[config.mk]
export PLATFORM = sky130hd
export DESIGN_NAME = rtc_bus_arbiter_flat
export DESIGN_NICKNAME = d
export VERILOG_FILES = /design/src/rtl/rtc_arb_pkg.sv /design/src/rtl/rtc_bus_arbiter_if.sv /design/src/rtl/rtc_refresh_timer.sv /design/src/rtl/rtc_bus_arbiter.sv /design/src/flat_wrapper.sv
export SDC_FILE = /design/constraint.sdc
export NUM_CORES = 1
export LEC_CHECK = 0
export ABC_AREA = 1
export BUFFER_PORTS_ARGS = -buffer_cell sky130_fd_sc_hd__buf_2
export CORE_MARGIN = 2
export CORE_UTILIZATION = 58
export DETAILED_ROUTE_END_ITERATION = 8
export PLACE_DENSITY = 0.78
export RECOVER_POWER = 25
export SYNTH_ARGS = -nofsm -noshare
export SYNTH_HDL_FRONTEND = slang
export SYNTH_SLANG_ARGS = --single-unit
[constraint.sdc]
create_clock -name clk -period 4.1 [get_ports clk]
set_input_delay 0.82 -clock clk [delete_from_list [all_inputs] [get_ports clk]]
set_output_delay 0.82 -clock clk [all_outputs]
set_load 0.1 [all_outputs]
[src/rtl/rtc_arb_pkg.sv]
// Shared encodings for the RTC bus arbiter: FSM states and bus mux select codes.
package rtc_arb_pkg;

    typedef enum logic [2:0] {
        ST_IDLE    = 3'd0,
        ST_G_INIT  = 3'd1,
        ST_G_WRITE = 3'd2,
        ST_G_READ  = 3'd3,
        ST_GUARD   = 3'd4
    } arb_state_t;

    localparam logic [1:0] BUS_SEL_NONE  = 2'b00;
    localparam logic [1:0] BUS_SEL_INIT  = 2'b01;
    localparam logic [1:0] BUS_SEL_WRITE = 2'b10;
    localparam logic [1:0] BUS_SEL_READ  = 2'b11;

    // Bus mux select owned by a given state; only grant states drive the bus.
    function automatic logic [1:0] sel_of(input arb_state_t s);
        case (s)
            ST_G_INIT:  return BUS_SEL_INIT;
            ST_G_WRITE: return BUS_SEL_WRITE;
            ST_G_READ:  return BUS_SEL_READ;
            default:    return BUS_SEL_NONE;
        endcase
    endfunction

endpackage

[src/rtl/rtc_bus_arbiter_if.sv]
// Requester-side handshake bundle of the RTC bus arbiter.
// master = requesters / sequencers, slave = arbiter.
interface rtc_bus_arbiter_if;

    logic       refresh_en;
    logic       req_init;
    logic       req_write;
    logic       req_read;
    logic       done_init;
    logic       done_write;
    logic       done_read;
    logic       gnt_init;
    logic       gnt_write;
    logic       gnt_read;
    logic [1:0] bus_sel;
    logic       busy;
    logic       timeout_err;

    modport master (
        output refresh_en, req_init, req_write, req_read,
        output done_init, done_write, done_read,
        input  gnt_init, gnt_write, gnt_read, bus_sel, busy, timeout_err
    );

    modport slave (
        input  refresh_en, req_init, req_write, req_read,
        input  done_init, done_write, done_read,
        output gnt_init, gnt_write, gnt_read, bus_sel, busy, timeout_err
    );

endinterface

[src/rtl/rtc_refresh_timer.sv]
// Free-running refresh period timer: counts 0..REFRESH_CYC-1 while enabled and
// emits a one-cycle tick at the terminal count. Disabling clears the count.
module rtc_refresh_timer #(
    parameter int REFRESH_CYC = 100000
) (
    input  logic clk,
    input  logic reset,
    input  logic i_en,
    output logic o_tick
);

    localparam int CNT_W = (REFRESH_CYC > 1) ? $clog2(REFRESH_CYC) : 1;
    localparam logic [CNT_W-1:0] CNT_LAST = CNT_W'(REFRESH_CYC - 1);

    logic [CNT_W-1:0] r_cnt;
    logic             w_last;

    assign w_last = (r_cnt == CNT_LAST);
    assign o_tick = i_en && w_last;

    // Period counter: held at 0 while disabled, wraps to 0 after the terminal count.
    always_ff @(posedge clk or posedge reset) begin
        if (reset)
            r_cnt <= '0;
        else if (!i_en || w_last)
            r_cnt <= '0;
        else
            r_cnt <= r_cnt + 1'b1;
    end

endmodule

[src/rtl/rtc_bus_arbiter.sv]
// Arbitrates the RTC parallel bus between init, write and periodic-read
// requesters with fixed priority, a post-grant turnaround guard and a
// watchdog that revokes a grant whose owner never signals done.
module rtc_bus_arbiter
    import rtc_arb_pkg::*;
#(
    parameter int REFRESH_CYC = 100000,
    parameter int WDOG_CYC    = 1024,
    parameter int GUARD_CYC   = 4
) (
    input  logic              clk,
    input  logic              reset,
    rtc_bus_arbiter_if.slave  arb
);

    // One counter serves both the watchdog (grant states) and the guard
    // interval; it restarts from 0 on every state change.
    localparam int CNT_MAX = (WDOG_CYC > GUARD_CYC) ? WDOG_CYC : GUARD_CYC;
    localparam int CNT_W   = (CNT_MAX > 1) ? $clog2(CNT_MAX) : 1;
    localparam logic [CNT_W-1:0] WD_LAST    = CNT_W'(WDOG_CYC - 1);
    localparam logic [CNT_W-1:0] GUARD_LAST = CNT_W'(GUARD_CYC - 1);

    arb_state_t       r_state, w_state_nxt;
    logic [CNT_W-1:0] r_cnt, w_cnt_nxt;
    logic             r_rd_pend;
    logic             r_gnt_init, r_gnt_write, r_gnt_read;
    logic [1:0]       r_bus_sel;
    logic             r_timeout;
    logic             w_tick;
    logic             w_done_cur;
    logic             w_timeout;

    rtc_refresh_timer #(
        .REFRESH_CYC (REFRESH_CYC)
    ) u_refresh (
        .clk    (clk),
        .reset  (reset),
        .i_en   (arb.refresh_en),
        .o_tick (w_tick)
    );

    // Next-state decode; only the current owner's done pulse is honoured and
    // done beats a coincident watchdog expiry.
    always_comb begin
        w_state_nxt = r_state;
        w_timeout   = 1'b0;
        w_done_cur  = 1'b0;
        case (r_state)
            ST_G_INIT:  w_done_cur = arb.done_init;
            ST_G_WRITE: w_done_cur = arb.done_write;
            ST_G_READ:  w_done_cur = arb.done_read;
            default:    w_done_cur = 1'b0;
        endcase
        case (r_state)
            ST_IDLE: begin
                if (arb.req_init)
                    w_state_nxt = ST_G_INIT;
                else if (arb.req_write)
                    w_state_nxt = ST_G_WRITE;
                else if (arb.req_read || r_rd_pend)
                    w_state_nxt = ST_G_READ;
            end
            ST_G_INIT, ST_G_WRITE, ST_G_READ: begin
                if (w_done_cur) begin
                    w_state_nxt = ST_GUARD;
                end else if (r_cnt == WD_LAST) begin
                    w_state_nxt = ST_GUARD;
                    w_timeout   = 1'b1;
                end
            end
            ST_GUARD: begin
                if (r_cnt == GUARD_LAST)
                    w_state_nxt = ST_IDLE;
            end
            default: w_state_nxt = ST_IDLE;
        endcase
        w_cnt_nxt = (w_state_nxt != r_state || r_state == ST_IDLE) ? '0 : r_cnt + 1'b1;
    end

    // State register and shared watchdog/guard counter.
    always_ff @(posedge clk or posedge reset) begin
        if (reset) begin
            r_state <= ST_IDLE;
            r_cnt   <= '0;
        end else begin
            r_state <= w_state_nxt;
            r_cnt   <= w_cnt_nxt;
        end
    end

    // Pending periodic read: a tick wins over the clear so a refresh landing
    // on the read-entry edge still schedules one more read.
    always_ff @(posedge clk or posedge reset) begin
        if (reset)
            r_rd_pend <= 1'b0;
        else if (w_tick)
            r_rd_pend <= 1'b1;
        else if (w_state_nxt == ST_G_READ && r_state != ST_G_READ)
            r_rd_pend <= 1'b0;
    end

    // Registered grant decode from the next state, so grants and bus_sel are
    // glitch-free and always agree with each other.
    always_ff @(posedge clk or posedge reset) begin
        if (reset) begin
            r_gnt_init  <= 1'b0;
            r_gnt_write <= 1'b0;
            r_gnt_read  <= 1'b0;
            r_bus_sel   <= BUS_SEL_NONE;
            r_timeout   <= 1'b0;
        end else begin
            r_gnt_init  <= (w_state_nxt == ST_G_INIT);
            r_gnt_write <= (w_state_nxt == ST_G_WRITE);
            r_gnt_read  <= (w_state_nxt == ST_G_READ);
            r_bus_sel   <= sel_of(w_state_nxt);
            r_timeout   <= w_timeout;
        end
    end

    assign arb.gnt_init    = r_gnt_init;
    assign arb.gnt_write   = r_gnt_write;
    assign arb.gnt_read    = r_gnt_read;
    assign arb.bus_sel     = r_bus_sel;
    assign arb.timeout_err = r_timeout;
    assign arb.busy        = (r_state != ST_IDLE);

endmodule

[src/flat_wrapper.sv]
// flat-port wrapper written by rule: the top's interface ports become plain ports
module rtc_bus_arbiter_flat import rtc_arb_pkg::*;
#(
    parameter int REFRESH_CYC = 100000,
    parameter int WDOG_CYC    = 1024,
    parameter int GUARD_CYC   = 4
)
  (clk, reset, arb_refresh_en, arb_req_init, arb_req_write, arb_req_read, arb_done_init, arb_done_write, arb_done_read, arb_gnt_init, arb_gnt_write, arb_gnt_read, arb_bus_sel, arb_busy, arb_timeout_err);
  rtc_bus_arbiter_if arb_i ();
  input  logic clk;
  input  logic reset;
  input wire logic [$bits(arb_i.refresh_en)-1:0] arb_refresh_en;
  input wire logic [$bits(arb_i.req_init)-1:0] arb_req_init;
  input wire logic [$bits(arb_i.req_write)-1:0] arb_req_write;
  input wire logic [$bits(arb_i.req_read)-1:0] arb_req_read;
  input wire logic [$bits(arb_i.done_init)-1:0] arb_done_init;
  input wire logic [$bits(arb_i.done_write)-1:0] arb_done_write;
  input wire logic [$bits(arb_i.done_read)-1:0] arb_done_read;
  output wire logic [$bits(arb_i.gnt_init)-1:0] arb_gnt_init;
  output wire logic [$bits(arb_i.gnt_write)-1:0] arb_gnt_write;
  output wire logic [$bits(arb_i.gnt_read)-1:0] arb_gnt_read;
  output wire logic [$bits(arb_i.bus_sel)-1:0] arb_bus_sel;
  output wire logic [$bits(arb_i.busy)-1:0] arb_busy;
  output wire logic [$bits(arb_i.timeout_err)-1:0] arb_timeout_err;
  assign arb_i.refresh_en = arb_refresh_en;
  assign arb_i.req_init = arb_req_init;
  assign arb_i.req_write = arb_req_write;
  assign arb_i.req_read = arb_req_read;
  assign arb_i.done_init = arb_done_init;
  assign arb_i.done_write = arb_done_write;
  assign arb_i.done_read = arb_done_read;
  assign arb_gnt_init = arb_i.gnt_init;
  assign arb_gnt_write = arb_i.gnt_write;
  assign arb_gnt_read = arb_i.gnt_read;
  assign arb_bus_sel = arb_i.bus_sel;
  assign arb_busy = arb_i.busy;
  assign arb_timeout_err = arb_i.timeout_err;
  rtc_bus_arbiter #(.REFRESH_CYC(REFRESH_CYC), .WDOG_CYC(WDOG_CYC), .GUARD_CYC(GUARD_CYC)) u_core (.clk(clk), .reset(reset), .arb(arb_i));
endmodule
* Yosys cells after proc, flatten, opt, wreduce, memory -nomap -nowiden
Cells that the tools add are included.
Storage, ports and cells: output and inout port bits 7, input bits 9, bits in registers 37, logic and storage cells 49
Operators by class: muxes and demuxes 16, reductions and logical operators 10, add/sub/neg operators 2, equal/unequal tests 12
Operators with widths (number):
- two-way mux 3 bit | 6
- adder 17 x 1 -> 17 bit, second input constant | 1
- == test 17 bit, second input constant | 1
- two-way mux 17 bit | 1
- == test 3 x 2 -> 1 bit, second input constant | 4
- adder 10 x 1 -> 10 bit, second input constant | 1
- == test 10 bit, second input constant | 1
- == test 10 x 2 -> 1 bit, second input constant | 1
- two-way mux 10 bit | 1
- one-hot mux 3 bit (3 select lines) | 1
- == test 3 x 1 -> 1 bit, second input constant | 2
- one-hot mux 2 bit (3 select lines) | 1
- two-way mux 1 bit | 5
- == test 3 bit, second input constant | 1
- zero test 3 bit | 1
- logical OR 1 bit | 3
- inequality test 3 x 2 -> 1 bit, second input constant | 1
- inequality test 3 bit | 1
- one-hot mux 1 bit (3 select lines) | 1
- nonzero test 3 bit | 1
- OR reduction 3 bit | 1
- logical AND 1 bit | 2
- nonzero test 2 bit | 1
- zero test 1 bit | 1

* Longest topological paths before layout
Gate-level depths: netlist (run 1).
depth after elaboration 9, depth in mapped cells 12, depth with buffers taken out 12

* Modules after synthesis
From an unflattened synthesis (run 1), not the netlist that was laid out.
Unflattened totals: cells, all modules 253, area, all modules 2024.4 um^2
Modules (own cells, without submodules):
- rtc_refresh_timer | instances 1, area each 1024.7 um^2, cells each 132
- rtc_bus_arbiter | instances 1, area each 999.7 um^2, cells each 121

* Worst setup path before layout (run 1)
OpenSTA, ideal clock, no wires.
path kind register to register, from register u_core.r_state[0], to register u_core.r_rd_pend, stages on the path, launching flop included 8, path buffers 0, slack 2.092 ns, data arrival time 1.892 ns, cells stage by stage dfrtp_1 nor2_1 nand2_1 nor3_1 o21bai_2 nand3_1 nand2_1 nand2_1
On the way: longest elaborated chain between the ends 7
Ends and longest elaborated chain:
- start: declaration | line rtc_bus_arbiter.sv:23 | arb_state_t r_state, w_state_nxt;
- start signal: assignment | line rtc_bus_arbiter.sv:86 | r_state <= w_state_nxt;
- == test 3 x 2 -> 1 bit or == test 3 x 1 -> 1 bit (tied branches) | line rtc_bus_arbiter.sv:48, rtc_bus_arbiter.sv:54
- one-hot mux 1 bit (3 select lines) | line rtc_bus_arbiter.sv:48 | case (r_state)
- two-way mux 3 bit | line rtc_bus_arbiter.sv:64 | if (w_done_cur) begin
- one-hot mux 3 bit (3 select lines) * | line rtc_bus_arbiter.sv:54 | case (r_state)
- via u_core.w_state_nxt[1] | line rtc_bus_arbiter.sv:23
- == test 3 x 2 -> 1 bit * | line rtc_bus_arbiter.sv:98 | else if (w_state_nxt == ST_G_READ && r_state != ST_G_READ)
- logical AND 1 bit * | line rtc_bus_arbiter.sv:98
- nonzero test 2 bit (no line) *
- end signal: assignment | line rtc_bus_arbiter.sv:95 | r_rd_pend <= 1'b0;
- end signal: assignment | line rtc_bus_arbiter.sv:97 | r_rd_pend <= 1'b1;
- end signal: assignment | line rtc_bus_arbiter.sv:99 | r_rd_pend <= 1'b0;
- end: declaration | line rtc_bus_arbiter.sv:25 | logic r_rd_pend;
Mark *: on every way through the listed nets, which the timed path passes. The rest lies on a longest branch. A chain may end at the register's enable or synchronous reset.

* Worst setup path in the final report (run 1)
from register u_core.r_state[2], to output arb_busy
On the way: longest elaborated chain between the ends 1
Ends and longest elaborated chain:
- nonzero test 3 bit | line rtc_bus_arbiter.sv:125 | assign arb.busy = (r_state != ST_IDLE);
- end: declaration | line flat_wrapper.sv:23 | output wire logic [$bits(arb_i.busy)-1:0] arb_busy;
No other way between the ends.

==> results of run 1 <==
routing by layer:
metal | wire [um] | global-route usage [%] | vias up | part of all wire (%)
met1 | 1620 | 24.9 | 703 | 47
met3 | 111 | 3.26 | 6 | 3.2
met5 | 0 | 0 | - | 0
li1 | - | - | 785 | -
met2 | 1660 | 34.5 | 27 | 48
met4 | 56 | 7.50 | 0 | 1.6
worst max-delay path, stage by stage (launching register included):
cell     delay [ns]
dfrtp_1        0.41
inv_1          0.11
nand2_1        0.12
buf_2          0.43
flip-flops by register name, summed over array words and instances (netlist names):
register,flops
u_core.arb.timeout_err,1
u_core.arb.gnt_write,1
u_core.arb.bus_sel,2
u_core.r_cnt,10
u_core.r_rd_pend,1
u_core.u_refresh.r_cnt,17
u_core.arb.gnt_read,1
u_core.arb.gnt_init,1
u_core.r_state,3
cell type report:
type	instances	area share (%)
Inverter	33	5.92
Clock inverter	1	1.38
Timing Repair Buffer	16	3.80
Tap cell	46	2.65
Clock buffer	7	2.53
Sequential cell	37	42.6
Multi-Input combinational cell	160	41.2
cells in the mapped netlist, types with 2 or more instances:
library cell / number / share of area, %
a21oi_1: 5 / 1.3
dfrtp_1: 37 / 47
ha_1: 2 / 1.3
inv_1: 29 / 5.5
inv_2: 3 / 0.57
nand2_1: 42 / 8.0
nand2_2: 7 / 2.2
nand3_1: 10 / 2.5
nand3_2: 2 / 1.0
nand4_1: 11 / 3.5
nor2_1: 24 / 4.6
nor2_2: 13 / 4.1
nor2_4: 5 / 2.8
nor3_1: 11 / 2.8
o21bai_1: 3 / 1.1
xnor2_1: 2 / 0.89
xor2_1: 8 / 3.5
logic make-up (layout without fill, tap and decap cells):
| family | Yosys count | in the layout | share of synthesized area, % |
|---|---|---|---|
| AND/OR/NAND/NOR | 135 | 135 | 36.2 |
| flip-flops | 37 | 37 | 46.9 |
| buffers and inverters | 34 | 57 | 7.09 |
| AO/OA/AOI/OAI | 13 | 13 | 4.18 |
| XOR/XNOR | 10 | 10 | 4.43 |
| adder cells (fa/ha/maj) | 2 | 2 | 1.27 |
metrics by stage:
stage | hold WS, ns | util, % | std cells
finish | 0.475 | 65.7 | 300
global route | 0.506 | 65.7 | 300
CTS | 0.470 | 66.1 | 300
detailed placement | 0.454 | 63.6 | 292
global placement | 0.453 | 63.6 | 292
floorplan | 0.434 | - | 231
cells in the final DEF, fill, tap and decap left out, types with 3 or more instances in the layout:
| cell type | instances |
|---|---|
| nand4_1 | 12 |
| nor2_4 | 4 |
| nand2_2 | 7 |
| xor2_1 | 8 |
| inv_2 | 3 |
| nand2_1 | 42 |
| inv_1 | 29 |
| dfrtp_1 | 37 |
| nor3_1 | 11 |
| nand3_1 | 10 |
| nor2_1 | 25 |
| nor2_2 | 13 |
| buf_2 | 15 |
| o21bai_1 | 3 |
| clkbuf_4 | 5 |
| a21oi_1 | 5 |
power by group through the flow:
stage	Clock, W	Combinational (W)	Sequential, W
after floorplan	0	0.000268	0.000598
after global placement	0	0.000494	0.000447
after detailed placement	0	0.000501	0.000450
after CTS	0.000270	0.000501	0.000443
after global routing	0.000286	0.000534	0.000448
final	0.000266	0.000497	0.000442
worst max path at each step:
stage	startpoint	to	slack, ns
finish	u_core.r_state[2]	arb_busy	1.86
global route	u_core.r_state[0]	arb_busy	1.74
detailed placement	u_core.r_state[0]	arb_busy	2.25
CTS	u_core.r_state[2]	arb_busy	1.86
floorplan	u_core.r_state[0]	u_core.r_rd_pend	2.09
global placement	u_core.r_state[2]	arb_busy	2.28
==> flow_metrics.tcl, run 1 <==
set metrics [dict create \
    outcome "complete, no violations" \
    grt_setup_unrepaired "no" \
    die_height_um 62.4 \
    routed_via_density 5.07 \
    max-slew-margin-rel_pct 53.1 \
    final_setup_slack_of_the_worst_path_ns 1.86 \
    cellPowerDensity_nw_per_um2 554 \
    synth_ff_type "dfrtp_1" \
    r2r_cells 12 \
    die_outline_area_um2 3890 \
    drt-initial-drc-count 89 \
    setup_viol 0 \
    post_synth_instance_area_um2 1980 \
    total_leakage_power_nw 1.02 \
    critPathLaunchType "flop" \
    power.share.combinational_pct 41.3 \
    cts_htree_levels 2 \
    min_to "u_core.r_cnt[0]" \
    report.final.hold_viol_count 0 \
    grt_overflow_total 0 \
    hold_critical_path_depth 1 \
    path_max_fanout 4 \
    postCtsHoldBufs 0 \
    reg2reg_from "u_core.r_cnt[0]" \
    start_util_pct 59.7 \
    final.setup_skew_ns 0.0146 \
    number_of_global_route_vias_before_repair 1475 \
    sw_frac_of_total_pct 45.2 \
    internal_power_w 0.000660 \
    post_cts.resized_instances 0 \
    multiInputGateArea_um2 896 \
    maxCapViolCount 0 \
    drtPass1Iterations 4 \
    min-delay-start "u_core.r_cnt[0]" \
    post_synth_inst_count 231 \
    clkPwrFrac_pct 22.0 \
    via_count 1521 \
    timing.critical_path.required_ns 3.28 \
    gp_congestion 0.869 \
    yosysSeqAreaShare_pct 46.9 \
    hp-class "reg -> reg" \
    area_delta_synth_final_pct 10.1 \
    filler_cells 291 \
    final_design_area_no_fill_um2 2180 \
    tritoncts "built" \
    cts.sink_count 37 \
    arrival_ns 1.42 \
    worst_skew_pair.late_latency_ns 0.34 \
    irDropWorstVdd_v 0.000225 \
    postSynth.asyncResetShare_pct 100 \
    cts_root_buf "clkbuf_4" \
    finish.net_count 264 \
    num_rows 21 \
    grt_first_pass_wirelength_mm 6.17 \
    ys_warn_count 0 \
    yosysUniqueCellTypes 34 \
    final_period_minus_worst_setup_slack_ns 2.24 \
    numPortBuffers 15 \
    wl_per_cell_um 11.5 \
    place_area_um2 2100 \
    area.sequential_um2 926 \
    pin_count_of_the_biggest_net_entering_global_routing 20 \
    antenna_cells 0 \
    post-route-drc-count 0 \
    post_route_cells_drive_above_1_share_pct 23.2 \
    dpl.hpwl_mm 2.64 \
    ff2ff_setup_slack_ns 2.29 \
    cts-buffers-inserted 5 \
    share_seq_of_total_power_pct 36.7 \
    antenna_found_initial 0 \
    core_area_um2 3310 \
    synth_edf_count 0 \
    overall_fraction_of_global_route_tracks_in_use_pct 19.8 \
    yosys_register_bits 37 \
    critPathCaptureType "output port" \
    final_max_slew_viol_count 0 \
    worst-setup-path-type "reg -> out" \
    min_period_over_period_pct 54.5 \
    io_pins 16 \
    finalSetupTns_ns 0 \
    synthesis.nets 242 \
    timing_worst_slew_pin_value_ns 0.703 \
    cts.reportedPaths.clkPinSlew_ns 0.12 \
    clock_tree.buffer_depth 2 \
    post_synth.cell_area_avg_um2 8.55 \
    design_power_total_w 0.00121 \
    fmax_ghz 0.447 \
    detailedPlace.worstSlack_ns 2.25 \
    drt-total-wl_mm 3.45 \
    cts_post_setup_buffers_inserted 0 \
    width_of_the_chip_um 62.4 \
    drtAntennaViolNets 0 \
    critical_path.reg2reg.endpoint "u_core.r_cnt[4]" \
    power.switching_w 0.000545 \
]
Note: power is estimated with default switching activity, not from simulation.
==> inputs of run 2 (changes only) <==
--- a/config.mk
+++ b/config.mk
@@ -5,7 +5,7 @@
 export SDC_FILE = /design/constraint.sdc
 export NUM_CORES = 1
 export LEC_CHECK = 0
-export ABC_AREA = 1
+export ABC_AREA = 0
 export BUFFER_PORTS_ARGS = -buffer_cell sky130_fd_sc_hd__buf_2
 export CORE_MARGIN = 2
 export CORE_UTILIZATION = 58
==> constraint.sdc (replaced) <==
create_clock -name clk -period 2.2 [get_ports clk]
set_input_delay 0.44 -clock clk [delete_from_list [all_inputs] [get_ports clk]]
set_output_delay 0.44 -clock clk [all_outputs]
set_load 0.1 [all_outputs]
==> flow_metrics.tcl, run 2 <==
set metrics [dict create \
    outcome "complete, no violations" \
    yosysUniqueCellTypes 39 \
    yosysSeqAreaShare_pct 51.5 \
    final_core_util_pct 65.0 \
    final_max_slew_viol_count 0 \
    cts-buffers-inserted 5 \
    number_of_global_route_vias_before_repair 1259 \
    wl_per_cell_um 13.8 \
    min_period_over_period_pct 88.6 \
    via_count 1336 \
    ys_warn_count 0 \
    cts.sink_count 37 \
    routed_via_density 5.86 \
    num_rows 20 \
    total_leakage_power_nw 0.878 \
    antenna_found_initial 0 \
    post_synth_inst_count 176 \
    most-common-layout-cells "dfrtp_1 (37), nor2_1 (28), xor2_1 (15), buf_2 (15), nand2_1 (13)" \
    post-route-drc-count 0 \
    filler_cells 244 \
    largest-register "u_core.u_refresh.r_cnt" \
    layout.cells.most_common "dfrtp_1" \
    reg2reg_from "u_core.r_cnt[0]" \
    biggestRegsByFlops "u_core.u_refresh.r_cnt: 17 flops, u_core.r_cnt: 10 flops, u_core.r_state: 3 flops" \
    r2r_cells 5 \
    gp_congestion 0.819 \
    grt_first_pass_wirelength_mm 5.35 \
    core_area_um2 3000 \
    detailedPlace.worstSlack_ns 0.369 \
    crit_path_top_delay_cell "dfrtp_1" \
    share_seq_of_total_power_pct 43.1 \
    path_depth 3 \
    ff2ff_setup_slack_ns 0.35 \
    io_pins 16 \
    final.setup_skew_ns 0.0163 \
    synth_top_area_share_pct 51.5 \
    dp_cells 220 \
    die_height_um 59.7 \
    cp.buffers_inverters 1 \
    finalSetupTns_ns 0 \
    finish.net_count 205 \
    grt_overflow_total 0 \
    area_delta_synth_final_pct 8.48 \
    sw_frac_of_total_pct 46.4 \
    power.switching_w 0.000930 \
    setup_viol 0 \
    worst_skew_pair.late_latency_ns 0.34 \
    largest_register_ffs 17 \
    crit_path_max_incr_delay_ns 0.53 \
    yosys_register_bits 37 \
    drt-total-wl_mm 3.14 \
    synth.top_cells.by_count "dfrtp_1 (37), nor2_1 (28), xor2_1 (15)" \
    post_cts.resized_instances 0 \
    clock_tree.buffer_depth 2 \
    post_synth_instance_area_um2 1800 \
    power.share.combinational_pct 39.5 \
    hp-class "in -> async" \
    netlist.top_cell.by_area "dfrtp_1" \
    worst-setup-path-type "reg -> out" \
    width_of_the_chip_um 59.7 \
    max-slew-margin-rel_pct 41.0 \
    cellPowerDensity_nw_per_um2 1030 \
    synth_ff_type "dfrtp_1" \
    report.final.hold_viol_count 0 \
    synthMostInstantiatedCell "dfrtp_1" \
    maxCapViolCount 0 \
    cts_htree_levels 2 \
    cts.reportedPaths.clkPinSlew_ns 0.12 \
    drt-initial-drc-count 36 \
    post_route_cells_drive_above_1_share_pct 14.9 \
    critPathCaptureType "output port" \
    critical_path.reg2reg.endpoint "u_core.r_rd_pend" \
    fin_cells 228 \
    internal_power_w 0.00107 \
    irDropWorstVdd_v 0.000537 \
    arrival_ns 1.51 \
    crit_path_start "u_core.r_state[0]" \
    overall_fraction_of_global_route_tracks_in_use_pct 20.1 \
    synthesis.nets 187 \
    timing_worst_slew_pin_value_ns 0.885 \
    cts_root_buf "clkbuf_4" \
    dpl.hpwl_mm 2.26 \
    antenna_cells 0 \
    final_period_minus_worst_setup_slack_ns 1.95 \
    drtAntennaViolNets 0 \
    path_max_fanout 9 \
    postSynth.asyncResetShare_pct 100 \
    timing.critical_path.required_ns 1.76 \
    post_synth.cell_area_avg_um2 10.2 \
    synth_edf_count 0 \
    final_setup_slack_of_the_worst_path_ns 0.250 \
    postCtsHoldBufs 0 \
    tritoncts "built" \
    die_outline_area_um2 3560 \
    fmax_ghz 0.513 \
    numPortBuffers 15 \
    grt_setup_unrepaired "no" \
    drtPass1Iterations 4 \
    start_util_pct 59.9 \
    worst_path_cell_trace "nor2_1 > nand2_1 > buf_2" \
    critPathLaunchType "flop" \
    clkPwrFrac_pct 17.3 \
    crit_path_end "arb_busy" \
    timing.critical_path.max_delay_family "flip-flops" \
    ys_top_cells_by_area "dfrtp_1 (51%), xor2_1 (7.3%), nor2_1 (5.8%), and4_1 (2.9%), xnor2_1 (2.9%)" \
    pin_count_of_the_biggest_net_entering_global_routing 38 \
    cts_post_setup_buffers_inserted 0 \
]
run 2: changes by cell type in the layout (fill, tap and decap cells not counted), moves of 7 or more:
cell / delta
nand2_1: -29
inv_1: -24
nor2_2: -13
nor3_1: -9
nand2_2: -7
xor2_1: +7
run 2: cells by family (layout without fill, tap and decap cells):
kind of cell             after synthesis  in the layout  synth area share [%]
XOR/XNOR                              21             21                  10.2
multiplexers                           3              3                  1.74
buffers and inverters                 10             29                  2.36
flip-flops                            37             37                  51.5
AO/OA/AOI/OAI                         15             15                  6.05
AND/OR/NAND/NOR                       88             88                  26.8
adder cells (fa/ha/maj)                2              2                  1.39
run 2: layout make-up:
cell class	instances	area, um^2	share of cell area (%)
well taps	33	41.3	2.12
clock buffers	5	37.5	1.92
clock inverters	3	17.5	0.897
flip-flops and latches	37	926	47.4
multi-input cells	129	831	42.6
inverters	5	18.8	0.962
repair buffers	16	80.1	4.10
run 2: through the flow:
step	hold WS (ns)	power (W)	cell area (um^2)
2_1_floorplan	0.448	0.00154	1800
3_3_place_gp	0.466	0.00165	1900
3_5_place_dp	0.481	0.00167	1900
4_1_cts	0.182	0.00202	1950
5_1_grt	0.358	0.00212	1950
6_report	0.340	0.00200	1950
run 2: worst register-to-register path: stages (launching register included):
cell and delay [ns]:
dfrtp_1 0.43, ha_1 0.26, and4_1 0.24, and3_1 0.22
o32a_1 0.42, a21o_1 0.20
run 2: how the worst min path moves through the flow:
stage | endpoint | slack [ns] | depth (start not counted)
floorplan | u_core.r_cnt[0] | 0.45 | 1
global placement | u_core.u_refresh.r_cnt[0] | 0.47 | 1
detailed placement | u_core.r_cnt[0] | 0.48 | 1
CTS | u_core.r_cnt[3] | 0.18 | 3
global route | u_core.u_refresh.r_cnt[4] | 0.36 | 3
finish | u_core.u_refresh.r_cnt[12] | 0.34 | 3
run 2: per-layer routing:
metal	GRT usage (%)	part of all wire [%]
met1	26.9	47
met2	30.6	49
met3	6.06	4.3
met4	7.62	0.48
met5	0	0
run 2: power groups by stage:
stage | clock network, W | registers (W) | logic [W]
3_5_place_dp | 0 | 0.000877 | 0.000793
4_1_cts | 0.000356 | 0.000863 | 0.000796
6_report | 0.000347 | 0.000864 | 0.000792
3_3_place_gp | 0 | 0.000873 | 0.000781
5_1_grt | 0.000392 | 0.000881 | 0.000849
2_1_floorplan | 0 | 0.00112 | 0.000420
==> inputs of run 3 (changes only) <==
--- a/config.mk
+++ b/config.mk
@@ -11,7 +11,7 @@
 export CORE_UTILIZATION = 58
 export DETAILED_ROUTE_END_ITERATION = 8
 export PLACE_DENSITY = 0.78
-export RECOVER_POWER = 25
+export RECOVER_POWER = 50
 export SYNTH_ARGS = -nofsm -noshare
 export SYNTH_HDL_FRONTEND = slang
 export SYNTH_SLANG_ARGS = --single-unit
==> flow_metrics.tcl, run 3 (synthesis results as in run 2) <==
set metrics [dict create \
    core_area_um2 3000 \
    critPathLaunchType "flop" \
    globalRoute.busiestLayer "met2" \
    maxCapViolCount 0 \
    layout.cells.most_common "dfrtp_1" \
    arrival_ns 1.51 \
    finalSetupTns_ns 0 \
    cts_root_buf "clkbuf_4" \
    min_period_over_period_pct 88.6 \
    die_height_um 59.7 \
    io_pins 16 \
    final_period_minus_worst_setup_slack_ns 1.95 \
    largest_register_ffs 17 \
    timing.critical_path.required_ns 1.76 \
    post_route_cells_drive_above_1_share_pct 14.9 \
    drtPass1Iterations 4 \
    place_area_um2 1900 \
    numPortBuffers 15 \
    internal_power_w 0.00107 \
    clkPwrFrac_pct 17.3 \
    path_max_fanout 9 \
    drt-total-wl_mm 3.14 \
    drt-initial-drc-count 36 \
    most-common-layout-cells "dfrtp_1 (37), nor2_1 (28), xor2_1 (15)" \
    worst-setup-path-type "reg -> out" \
    final_design_area_no_fill_um2 1950 \
    grt_setup_unrepaired "no" \
    antenna_found_initial 0 \
    post-route-drc-count 0 \
    tritoncts "built" \
    dpl.hpwl_mm 2.26 \
    outcome "complete, no violations" \
    report.final.hold_viol_count 0 \
    cts_post_setup_buffers_inserted 0 \
    cts_htree_levels 2 \
    start_util_pct 59.9 \
    cts.sink_count 37 \
    total_leakage_power_nw 0.877 \
    die_outline_area_um2 3560 \
    via_count 1334 \
    worst_skew_pair.late_latency_ns 0.34 \
    groute.layer.met1.usage_pct 26.9 \
    wl_per_cell_um 13.8 \
    timing_worst_slew_pin_value_ns 0.885 \
    reg2reg_from "u_core.r_cnt[0]" \
    clock_tree.buffer_depth 2 \
    width_of_the_chip_um 59.7 \
    cts-buffers-inserted 5 \
    number_of_global_route_vias_before_repair 1259 \
    pin_count_of_the_biggest_net_entering_global_routing 38 \
    antenna_cells 0 \
    gp_congestion 0.819 \
    crit_path_start "u_core.r_state[0]" \
    grt_first_pass_wirelength_mm 5.35 \
    finish.net_count 205 \
    post_cts.resized_instances 0 \
    sw_frac_of_total_pct 46.4 \
    hp-class "in -> async" \
    largest-register "u_core.u_refresh.r_cnt" \
    met3_track_demand_over_resource_in_global_routing_pct 6.06 \
    postCtsHoldBufs 0 \
    final.setup_skew_ns 0.0163 \
    irDropWorstVdd_v 0.000537 \
    drtAntennaViolNets 0 \
    critPathCaptureType "output port" \
    area_delta_synth_final_pct 8.48 \
    share_seq_of_total_power_pct 43.2 \
    max-slew-margin-rel_pct 41.0 \
    routed_via_density 5.85 \
    biggestRegsByFlops "u_core.u_refresh.r_cnt: 17 flops, u_core.r_cnt: 10 flops, u_core.r_state: 3 flops" \
    grt_overflow_total 0 \
    num_rows 20 \
    grt_util_met2_pct 30.6 \
    fmax_ghz 0.513 \
    power.share.combinational_pct 39.5 \
    final_max_slew_viol_count 0 \
    worst_hold_slack_ns 0.340 \
    overall_fraction_of_global_route_tracks_in_use_pct 20.1 \
    power.switching_w 0.000930 \
    setup_viol 0 \
    cellPowerDensity_nw_per_um2 1030 \
    cts.reportedPaths.clkPinSlew_ns 0.12 \
]
## run 3: worst paths after layout
check | end | slack, ns | cells after the start
hold / removal | u_core.u_refresh.r_cnt[12] | 0.34 | 3
max in group asynchronous | u_core.r_cnt[5] | 1.30 | 3
setup reg to reg | u_core.r_rd_pend | 0.35 | 5
min in group clk | u_core.arb.bus_sel[1] | 0.37 | 3
hold reg to reg | u_core.r_cnt[0] | 0.49 | 1
setup / recovery | arb_busy | 0.25 | 3
## run 3: cell type report
cell class                 count  area [um^2]
tap                           33         41.3
timing repair buffer          16         80.1
multi-input combinational    129          831
sequential                    37          926
clock inverter                 3         17.5
fill                         244         1050
inverter                       5         18.8
clock buffer                   5         37.5
## run 3: per-stage QoR
stage	util, %	cells	total power, W	setup slack (ns)
floorplan	-	176	0.00154	0.277
global placement	63.2	220	0.00165	0.399
detailed placement	63.2	220	0.00167	0.369
CTS	65.1	228	0.00202	0.241
global route	65.0	228	0.00212	0.148
finish	65.0	228	0.00200	0.250
## run 3: power by group through the flow
stage | clock (W) | combinational [W] | sequential [W]
3_5_place_dp | 0 | 0.000793 | 0.000877
6_report | 0.000347 | 0.000792 | 0.000865
4_1_cts | 0.000356 | 0.000796 | 0.000863
5_1_grt | 0.000392 | 0.000849 | 0.000881
3_3_place_gp | 0 | 0.000781 | 0.000873
2_1_floorplan | 0 | 0.000420 | 0.00112
## run 3: critical path, cell delays in order (launching register included)
cell and delay [ns]:
dfrtp_1 0.53, nor2_1 0.11, nand2_1 0.10, buf_2 0.43
## run 3: per-layer routing
| metal | vias to the layer above | part of all wire [%] |
|---|---|---|
| met3 | 2 | 4.3 |
| met1 | 650 | 47 |
| met2 | 28 | 48 |
| met5 | - | 0 |
| met4 | 0 | 0.48 |
| li1 | 654 | - |
